### src/rtl/keypad_pkg.sv
// Shared types, key map and row-decode helpers for the 4x4 keypad scan controller.
package keypad_pkg;

  typedef enum logic [1:0] {
    SCAN     = 2'd0,
    DEBOUNCE = 2'd1,
    PRESSED  = 2'd2,
    RELEASE  = 2'd3
  } state_t;

  // Indexed [row][col]; row 0 is rows[0], col 0 is cols[0].
  localparam logic [3:0] KEYMAP [4][4] = '{
    '{4'h1, 4'h2, 4'h3, 4'hA},
    '{4'h4, 4'h5, 4'h6, 4'hB},
    '{4'h7, 4'h8, 4'h9, 4'hC},
    '{4'hE, 4'h0, 4'hF, 4'hD}
  };

  // True when exactly one active-low row is pulled low.
  function automatic logic onehot_cold_ok(input logic [3:0] row);
    logic [3:0] act;
    act = ~row;
    return (act != 4'h0) && ((act & (act - 4'd1)) == 4'h0);
  endfunction

  // Index of the low row; only meaningful when onehot_cold_ok() held.
  function automatic logic [1:0] row_index(input logic [3:0] row);
    logic [1:0] idx;
    idx = 2'd0;
    for (int i = 3; i >= 0; i--) begin
      if (!row[i]) idx = 2'(i);
    end
    return idx;
  endfunction

endpackage

### src/rtl/debounce_timer.sv
// Cycle counter shared by the scan dwell, press debounce and release debounce.
module debounce_timer #(
  parameter int CNT_W = 20
) (
  input  logic             clk,
  input  logic             reset,
  input  logic             clear,
  input  logic             enable,
  input  logic [CNT_W:0]   limit,
  output logic             done
);

  localparam logic [CNT_W-1:0] CNT_ONE = CNT_W'(1);
  localparam logic [CNT_W:0]   LIM_ONE = (CNT_W + 1)'(1);

  logic [CNT_W-1:0] count;

  // NOTE: state registers use non-blocking assignments so every flop samples
  // pre-edge values; blocking here would create order-dependent simulation.
  always_ff @(posedge clk or negedge reset) begin
    if (!reset) begin
      count <= '0;
    end else if (clear) begin
      count <= '0;
    end else if (enable) begin
      count <= count + CNT_ONE;
    end
  end

  // limit is one bit wider so a limit of exactly 2**CNT_W still compares correctly.
  assign done = ({1'b0, count} == (limit - LIM_ONE));

endmodule

### src/rtl/keypad_scan_ctrl.sv
// 4x4 keypad scanner: one-cold column strobe, debounced press/release, one code per press.
module keypad_scan_ctrl
  import keypad_pkg::*;
#(
  parameter int SCAN_CYCLES     = 24000,
  parameter int DEBOUNCE_CYCLES = 480000,
  parameter int CNT_W           = 20
) (
  input  logic       clk,
  input  logic       reset,
  input  logic [3:0] rows,
  output logic [3:0] cols,
  output logic [3:0] key,
  output logic       key_valid,
  output logic       key_held
);

  localparam logic [CNT_W:0] SCAN_LIM = (CNT_W + 1)'(SCAN_CYCLES);
  localparam logic [CNT_W:0] DEB_LIM  = (CNT_W + 1)'(DEBOUNCE_CYCLES);

  state_t     state;
  logic [1:0] col_idx;
  logic [3:0] row_lat;
  logic [3:0] sync1;
  logic [3:0] rs;
  logic       hit;
  logic       single;

  logic           cnt_clear;
  logic           cnt_en;
  logic           cnt_done;
  logic [CNT_W:0] cnt_limit;

  // Rows are raw pins, asynchronous to clk; idle (released) level is all-ones.
  always_ff @(posedge clk or negedge reset) begin
    if (!reset) begin
      sync1 <= 4'hF;
      rs    <= 4'hF;
    end else begin
      sync1 <= rows;
      rs    <= sync1;
    end
  end

  assign hit    = (~rs != 4'h0);
  assign single = onehot_cold_ok(rs);
  assign cols   = ~(4'b0001 << col_idx);

  assign cnt_limit = (state == SCAN) ? SCAN_LIM : DEB_LIM;

  // NOTE: every signal written here gets a default first, so no path through
  // the case statement can leave it unassigned and infer a latch.
  always_comb begin
    cnt_clear = 1'b0;
    cnt_en    = 1'b0;
    case (state)
      SCAN: begin
        if (cnt_done) cnt_clear = 1'b1;
        else          cnt_en    = 1'b1;
      end
      DEBOUNCE: begin
        if ((rs != row_lat) || cnt_done) cnt_clear = 1'b1;
        else                             cnt_en    = 1'b1;
      end
      PRESSED: begin
        cnt_clear = 1'b1;
      end
      RELEASE: begin
        if (hit || cnt_done) cnt_clear = 1'b1;
        else                 cnt_en    = 1'b1;
      end
      default: begin
        cnt_clear = 1'b1;
      end
    endcase
  end

  debounce_timer #(
    .CNT_W (CNT_W)
  ) u_timer (
    .clk    (clk),
    .reset  (reset),
    .clear  (cnt_clear),
    .enable (cnt_en),
    .limit  (cnt_limit),
    .done   (cnt_done)
  );

  always_ff @(posedge clk or negedge reset) begin
    if (!reset) begin
      state     <= SCAN;
      col_idx   <= 2'd0;
      row_lat   <= 4'hF;
      key       <= 4'h0;
      key_valid <= 1'b0;
      key_held  <= 1'b0;
    end else begin
      key_valid <= 1'b0;
      case (state)
        SCAN: begin
          if (cnt_done) begin
            // Multi-row hits are ghosting candidates and are skipped.
            if (hit && single) begin
              row_lat <= rs;
              state   <= DEBOUNCE;
            end else begin
              col_idx <= col_idx + 2'd1;
            end
          end
        end
        DEBOUNCE: begin
          if (rs != row_lat) begin
            col_idx <= col_idx + 2'd1;
            state   <= SCAN;
          end else if (cnt_done) begin
            key       <= KEYMAP[row_index(row_lat)][col_idx];
            key_valid <= 1'b1;
            key_held  <= 1'b1;
            state     <= PRESSED;
          end
        end
        PRESSED: begin
          if (!hit) state <= RELEASE;
        end
        RELEASE: begin
          if (hit) begin
            state <= PRESSED;
          end else if (cnt_done) begin
            col_idx  <= col_idx + 2'd1;
            key_held <= 1'b0;
            state    <= SCAN;
          end
        end
        default: begin
          state <= SCAN;
        end
      endcase
    end
  end

endmodule

### config.mk
export PLATFORM = sky130hd
export DESIGN_NAME = keypad_scan_ctrl
export DESIGN_NICKNAME = d
export VERILOG_FILES = /design/src/rtl/keypad_pkg.sv /design/src/rtl/debounce_timer.sv /design/src/rtl/keypad_scan_ctrl.sv
export SDC_FILE = /design/constraint.sdc
export NUM_CORES = 1
export LEC_CHECK = 0
export ABC_AREA = 1
export CAP_MARGIN = 10
export CORE_UTILIZATION = 40
export CTS_BUF_LIST = sky130_fd_sc_hd__clkbuf_4 sky130_fd_sc_hd__clkbuf_8
export DETAILED_ROUTE_END_ITERATION = 8
export PLACE_DENSITY = 0.69
export SLEW_MARGIN = 30
export SYNTH_ARGS = -nofsm -noshare
export SYNTH_HDL_FRONTEND = slang
export SYNTH_SLANG_ARGS = --single-unit
### constraint.sdc
create_clock -name clk -period 1.8 [get_ports clk]
set_input_delay 0.36 -clock clk [delete_from_list [all_inputs] [get_ports clk]]
set_output_delay 0.36 -clock clk [all_outputs]
set_load 0.01 [all_outputs]
Word level (Yosys, flattened, before mapping)
Cells that the tools add are included.
- output and inout port bits: 10
- logic and storage cells: 98
- register bits after elaboration: 42
- input port bits: 6
- bitwise logic cells: 6
- muxes and demuxes: 45
- shifts and indexed selects: 1
- reduce and logical (&&, ||, !) cells: 15
- equality and inequality tests: 16
- order comparisons: 2
- add/subtract/negate cells: 4
- operators with widths (operator ; number):
    2-to-1 mux 20 bit ; 2
    2-to-1 mux 2 bit ; 19
    binary-select mux 16 bit (select 2 bit) ; 1
    2-to-1 mux 16 bit ; 2
    equality test 20 x 21 -> 1 bit ; 1
    adder 20 x 1 -> 20 bit (second input constant) ; 1
    subtractor 19 x 1 -> 20 bit (second input constant) ; 1
    2-to-1 mux 19 bit ; 1
    != test 2 bit (second input constant) ; 8
    2-to-1 mux 1 bit ; 12
    AND reduction 5 bit ; 2
    binary-select mux 4 bit (select 2 bit) ; 1
    2-to-1 mux 4 bit ; 2
    NOT 4 bit ; 2
    case mux 2 bit (4 select lines) ; 1
    >= comparator 3 bit (second input constant) ; 2
    != test 3 bit (second input constant) ; 2
    NOT 2 -> 3 bit ; 2
    case mux 2 bit (3 select lines) ; 1
    AND reduction 3 bit ; 2
    AND reduction 6 bit ; 1
    bitwise AND 4 bit ; 1
    equality test 2 bit (second input constant) ; 2
    zero test 4 bit ; 1
    16 further kinds ; 19

Logic depth before layout (Yosys ltp)
Gate-level depths: netlist (run 1).
- depth after elaboration: 14
- gate-level depth with buffers: 11
- depth with buffers taken out: 11

Hierarchy
A second synthesis (run 1) with hierarchy kept.
- cells, all modules: 472
- area, all modules: 3205.6 um^2
- modules (own cells, without submodules) (module ; instances ; cells each ; sequential area each (um^2) ; area an instance (um^2)):
    debounce_timer ; 1 ; 313 ; 500.5 ; 1986.9
    keypad_scan_ctrl ; 1 ; 159 ; 565.5 ; 1218.7

Worst setup path before layout (run 1)
OpenSTA, ideal clock, no wires.
- kind: register to register
- start: register u_timer.count[0]
- end: register col_idx[1]
- setup time: 0.118 ns
- cell stages (with the launch flop): 11
- setup slack: 0.226 ns
- data required time: 1.682 ns
- period minus slack after synthesis: 1.574 ns
- path buffers: 0
- arrival time: 1.456 ns
- cell sequence: dfrtp_1 -> ha_1 -> nand2_2 -> nor2_4 -> nand2_2 -> nor2_2 -> nand2_1 -> o21bai_2 -> nand3_1 -> nand2_1 -> nand2_1
- longest elaborated chain between the ends: 3
- elaborated cells between the ends (all ways): 4
- those cells by class: eq/ne (3); reduce/logical (1)
- RTL lines (element ; line ; RTL):
    start, declared ; debounce_timer.sv:16 ; logic [CNT_W-1:0] count;
    start signal, assigned ; debounce_timer.sv:26 ; count <= count + CNT_ONE;
    equality test 20 x 21 -> 1 bit (*) ; debounce_timer.sv:31 ; assign done = ({1'b0, count} == (limit - LIM_ONE));
    != test 2 bit (no source line) ; -- ;
    AND reduction 6 bit (no source line) (*) ; -- ;
    end signal, assigned ; keypad_scan_ctrl.sv:107 ; col_idx <= col_idx + 2'd1;
    end signal, assigned ; keypad_scan_ctrl.sv:113 ; col_idx <= col_idx + 2'd1;
    end signal, assigned ; keypad_scan_ctrl.sv:129 ; col_idx <= col_idx + 2'd1;
    end, declared ; keypad_scan_ctrl.sv:22 ; logic [1:0] col_idx;
Every way passes the cells marked *; elsewhere a longest branch is shown, timed or not.
A chain may end at the register's enable or synchronous reset.

Worst setup path after layout (run 1)
- start: register u_timer.count[0]
- end: register col_idx[0]
Same word-level chain as after synthesis.

==> results of run 1 <==
==> logic make-up (layout without fill, tap and decap cells) <==
kind of cell / Yosys count / in the layout
buf+inv: 44 / 80
xor+xnor: 4 / 4
flops: 42 / 42
fa+ha+maj: 5 / 5
simple gates: 180 / 180
compound gates: 34 / 34
==> layout by cell type (no fill, tap or decap), drive strengths merged <==
cell type      instances
nand2                 85
nor2                  51
inv                   41
dfrtp                 30
o21ai                 22
buf                   17
nor3                  15
nand3                 14
dfstp                 12
clkdlybuf4s50         10
nand4                  9
a21oi                  9
clkbuf                 7
ha                     5
dlygate4sd2            4
nor3b                  4
xor2                   3
nand3b                 1
xnor2                  1
o21bai                 1
and3                   1
a31oi                  1
o22ai                  1
clkinv                 1
==> critical path, delay by kind of cell (launching register included) <==
| family | cells | cell delay, ns |
|---|---|---|
| AOI/OAI and AO/OA | 1 | 0.19 |
| DFF | 1 | 0.42 |
| adders and majority gates | 1 | 0.17 |
| buffers and inverters | 1 | 0.14 |
| and+or+nand+nor | 7 | 0.72 |
==> through the flow <==
step	utilization	hold WS, ns	instance area [um2]
detailed placement	0.480	0.331	2710
global route	0.510	0.0370	2880
finish	0.510	0.00174	2880
global placement	0.480	0.331	2710
CTS	0.501	0.000155	2820
floorplan	-	0.0644	2410
==> power groups by stage <==
stage	clock network (mW)	logic, mW	registers (mW)
after floorplan	0	0.0179	0.982
after global placement	0	0.0520	0.983
after detailed placement	0	0.0533	0.983
after CTS	0.666	0.0534	0.965
after global routing	0.698	0.0621	0.967
final	0.638	0.0528	0.965
==> registers in the layout, indices dropped and copies added (netlist names) <==
register       cells
sync1              4
key                4
key_valid          1
col_idx            2
state              2
u_timer.count     20
row_lat            4
rs                 4
key_held           1
==> routing by layer <==
metal | wire [um] | track usage | vias to the layer above | share of wire
met5 | 0 | 0 | - | 0
met4 | 93 | 0.0764 | 0 | 0.019
met3 | 123 | 0.0343 | 6 | 0.025
met2 | 2210 | 0.255 | 30 | 0.46
met1 | 2390 | 0.240 | 943 | 0.50
li1 | - | - | 1058 | -
==> layout make-up <==
class / instances / area, um2 / share of cell area
multi-input cells: 223 / 1190 / 0.412
inverters: 41 / 154 / 0.0535
clock buffers: 7 / 90.1 / 0.0313
repair buffers: 31 / 285 / 0.0991
flip-flops and latches: 42 / 1070 / 0.371
well taps: 72 / 90.1 / 0.0313
clock inverters: 1 / 5.00 / 0.00174
==> cell usage after synthesis <==
| cell type | count |
|---|---|
| a21oi_1 | 8 |
| a21oi_2 | 1 |
| a31oi_1 | 1 |
| and3_1 | 1 |
| buf_4 | 2 |
| buf_6 | 1 |
| dfrtp_1 | 30 |
| dfstp_2 | 12 |
| ha_1 | 5 |
| inv_1 | 38 |
| inv_2 | 3 |
| nand2_1 | 77 |
| nand2_2 | 7 |
| nand2_4 | 1 |
| nand3_1 | 9 |
| nand3_2 | 5 |
| nand3b_1 | 1 |
| nand4_1 | 8 |
| nand4_4 | 1 |
| nor2_1 | 45 |
| nor2_2 | 2 |
| nor2_4 | 4 |
| nor3_1 | 14 |
| nor3_2 | 1 |
| nor3b_1 | 3 |
| nor3b_2 | 1 |
| o21ai_0 | 16 |
| o21ai_1 | 4 |
| o21ai_2 | 1 |
| o21ai_4 | 1 |
| o21bai_2 | 1 |
| o22ai_1 | 1 |
| xnor2_1 | 1 |
| xor2_1 | 3 |
==> what timing repair did <==
item	in CTS	in global routing
endpoints found under the setup margin	4	32
pin swaps	0	1
setup buffers	3	4
gates resized for setup	6	7
==> worst paths after layout <==
check,slack [ns],startpoint,endpoint
worst max-delay path,0.1,u_timer.count[0],col_idx[0]
worst min-delay path,0.002,reset,u_timer.count[4]
worst max register to register,0.1,u_timer.count[0],col_idx[0]
worst min register to register,0.36,sync1[0],rs[0]
max in group asynchronous,1.18,reset,sync1[3]
min in group clk,0.36,sync1[0],rs[0]
==> qor.txt, run 1 <==
grt total ovfl: 0
IO Pins: 16
Final ANT Viol Nets: 0
status: finished, final reports clean
total number of placement rows: 27
antenna violations before repair: 0
Post-Synth Simple-Gate Area: 0.360
vias in the first global route: 1855
Power Total: 1.66 mW
critical-path cell list: ha_4 > nand2_2 > nor2_4 > nand2_2 > nor2_4 > nand2_1 > o21bai_2 > buf_4 > nand4_1 > nand2_1
n_diodes: 0
Worst setup EP type: flip-flop
Final Hold Fails: 0
worst setup margin: 0.0982 ns
Mapped Nets: 320
max-slew violations: 0
Root Driver: clkbuf_8
Layout area overhead: 19.6%
combinational power share: 0.032
post-synthesis compound-gate area fraction: 0.0821
final period utilization: 0.945
Flop pwr share: 0.583
Buffers on Ports: 15
headroom to the max-slew limit: 0.695
WL/cell: 11.6 um
XOR/XNOR share of the synthesized area: 0.0146
Clock power frac: 0.385
min-delay worst type: primary input to async pin
slowest cell delay on critical path: 0.42 ns
Max Clk Rate: 588 MHz
leading area contributor after synthesis: dfrtp_1
setup TNS: 0 ns
Cell Int Power: 1.30 mW
Period minus WS final: 1.70 ns
Core ar.: 5640 um2
initial core utilization: 0.427
final net count: 355
post-synthesis adder-cell area fraction: 0.0260
largest net degree at the start of global routing: 22
placed cells: 402
clock skew: 0.00689 ns
Crit-path slowest cell: dfrtp_1
fraction of power spent switching nets: 0.213
Syn Std Cell Area: 2410 um2
Leakage: 1.32 nW
fin cells: 417
DR vias: 2037
Seq/Total Area, Yosys: 0.443
drt first pass iters: 4
final setup fails: 0
CP startpoint kind: flip-flop
total global-route track usage: 0.171
CP max FO: 5
Final GP Congestion: 0.858
Arrival @ worst endpoint: 1.94 ns
Yosys reg bits: 42
max_cap viols: 0
Hold-fix buffers, CTS: 0
layout cells sized above 1: 0.212
clock sinks: 42
post-synth top area share: 0.312
post-synthesis area per instance: 7.79 um2
H-tree depth: 2
synth warn: 0
CTS tree: built
Worst R2R Path Depth: 10
Cells after Synth: 309
Pwr Density: 575 nW/um2
mux cell area share after synthesis: 0
post-detail-place hpwl: 3.66 mm
Max VDD drop: 0.355 mV
largest family of logic cells by synthesized area: simple AND/OR/NAND/NOR gates
Die Y: 79.6 um
Die Area: 6330 um2
CTS Buffer Depth: 2
Sw Pwr: 0.354 mW
Initial DRC Count: 144
Chip Width: 79.6 um
Worst-path clk slew: 0.08 ns
CP Class: flip-flop to flip-flop
dpl ws: 0.0477 ns
DRT Wirelength: 4.82 mm
ranking of synthesized cells by area: dfrtp_1, dfstp_2, nand2_1
CTS buffer count: 5
first-pass GRT wire length: 8.37 mm
Worst Path Required: 2.04 ns
detailed-route DRC error count: 0
worst skew pair latency: 0.30 ns
Filler Cells Inserted: 533
Vias per Instance: 4.88
Worst-Margin Slew: 0.457 ns
Synth cell types: 34
(Power assumes the default switching activity.)
==> run 2: changes to the inputs <==
- CORE_MARGIN: not set -> 3
==> qor.txt, run 2 (synthesis gave the netlist of run 1 again) <==
Vias per Instance: 4.93 (+0.89%)
CTS buffer count: 5 (unchanged)
Pwr Density: 576 nW/um2 (+0.14%)
min-delay worst type: primary input to async pin
Worst setup EP type: primary output
worst skew pair latency: 0.31 ns (about the same)
CP startpoint kind: flip-flop
most common cell after layout, fill and taps aside: nand2_1
total global-route track usage: 0.150 (-0.0214)
CTS tree: built
DR vias: 2065 (+1.4%)
Die Area: 6980 um2 (+10%)
Period minus WS final: 1.70 ns (-0.00499 ns)
setup TNS: 0 ns (unchanged)
final setup fails: 0 (unchanged)
Largest Register: u_timer.count
status: finished, final reports clean
max FFs per register: 20 (unchanged)
vias in the first global route: 1988 (+7.2%)
largest net degree at the start of global routing: 43 (+95%)
Worst-Margin Slew: 0.519 ns (+0.0622 ns)
Layout area overhead: 19.9%
detailed-route DRC error count: 0 (unchanged)
clock skew: 0.0112 ns (+0.00433 ns)
CP max FO: 4 (-1)
placed cell area: 2700 um2 (-0.46%)
IO Pins: 16 (unchanged)
clock sinks: 42 (unchanged)
post-detail-place hpwl: 3.59 mm (-1.9%)
post-route cell area: 2890 um2 (+0.26%)
H-tree depth: 2 (unchanged)
Final GP Congestion: 0.851 (-0.82%)
Leakage: 1.32 nW (+0.23%)
layout cells sized above 1: 0.219 (+0.00743)
total number of placement rows: 27 (unchanged)
Finished Core Util: 0.509 (-0.00172)
Max VDD drop: 0.368 mV (+3.7%)
Worst R2R Setup Slack: 0.14 ns (+0.04 ns)
Worst Path Required: 1.44 ns (-0.60 ns)
max_cap viols: 0 (unchanged)
WL/cell: 11.8 um (+2.1%)
CTS Buffer Depth: 2 (unchanged)
Power Total: 1.66 mW (+0.40%)
Hold-fix buffers, CTS: 0 (unchanged)
initial core utilization: 0.424 (-0.00254)
Core ar.: 5680 um2 (+0.60%)
Final Hold Fails: 0 (unchanged)
Arrival @ worst endpoint: 1.34 ns (-0.60 ns)
Root Driver: clkbuf_8
final period utilization: 0.943 (-0.00277)
headroom to the max-slew limit: 0.654 (-0.0415)
antenna violations before repair: 0 (unchanged)
Max Clk Rate: 589 MHz (+0.29%)
drt first pass iters: 4 (unchanged)
Final ANT Viol Nets: 0 (unchanged)
Initial DRC Count: 108 (-25%)
grt total ovfl: 0 (unchanged)
Hold Slack: 0.106 ns (+0.104 ns)
Die Y: 83.6 um (+5.0%)
Buffers on Ports: 15 (unchanged)
final net count: 357 (+0.56%)
most frequent cells in the layout: nand2_1, nor2_1, inv_1
Chip Width: 83.6 um (+5.0%)
n_diodes: 0 (unchanged)
DRT Wirelength: 4.95 mm (+2.6%)
CP Class: flip-flop to primary output
max-slew violations: 0 (unchanged)
first-pass GRT wire length: 8.65 mm (+3.3%)
Worst-path clk slew: 0.09 ns (about the same)
[run 2: area by class of cell]
class                      count  area [um2]
sequential                    42        1070
clock buffer                   5        68.8
multi-input combinational    223        1200
tap                           72        90.1
timing repair buffer          33         288
inverter                      41         154
clock inverter                 3        21.3
fill                         570        2790
[run 2: final timing paths]
kind | from | cells after the start | end
min | reset | 2 | key[2]
min reg2reg | sync1[2] | 0 | rs[2]
max | col_idx[1] | 4 | cols[0]
max in group asynchronous | reset | 2 | sync1[0]
min in group clk | sync1[2] | 0 | rs[2]
max reg2reg | rs[1] | 9 | col_idx[1]
[run 2: report_power, final]
part | leakage, nW | internal [mW] | switching, mW
sequential | 0.527 | 0.960 | 0.00533
combinational | 0.749 | 0.0186 | 0.0357
clock | 0.0494 | 0.280 | 0.363
total | 1.32 | 1.26 | 0.404
[run 2: critical path, cell delays in order, from the launching register on]
cell           delay, ns
dfrtp_2             0.43
inv_1               0.12
ha_1                0.17
inv_1               0.03
dlygate4sd2_1       0.27
[run 2: metrics by stage]
step | worst slack, ns | std cells
after floorplan | 0.226 | 309
after global placement | 0.143 | 402
after detailed placement | 0.101 | 402
after CTS | 0.0469 | 412
after global routing | -0.00431 | 419
final | 0.103 | 419
[run 2: what timing repair did]
action,4_1_cts,5_1_grt
pin swaps,0,6
buffers inserted,2,7
endpoints found under the setup margin,4,28
gates resized for setup,6,11
[run 2: per-layer routing]
metal / vias up / part of all wire / GRT usage
met5: - / 0 / 0
met4: 0 / 0.018 / 0.0541
met3: 9 / 0.038 / 0.0306
met2: 32 / 0.49 / 0.260
met1: 965 / 0.45 / 0.184
li1: 1059 / - / -
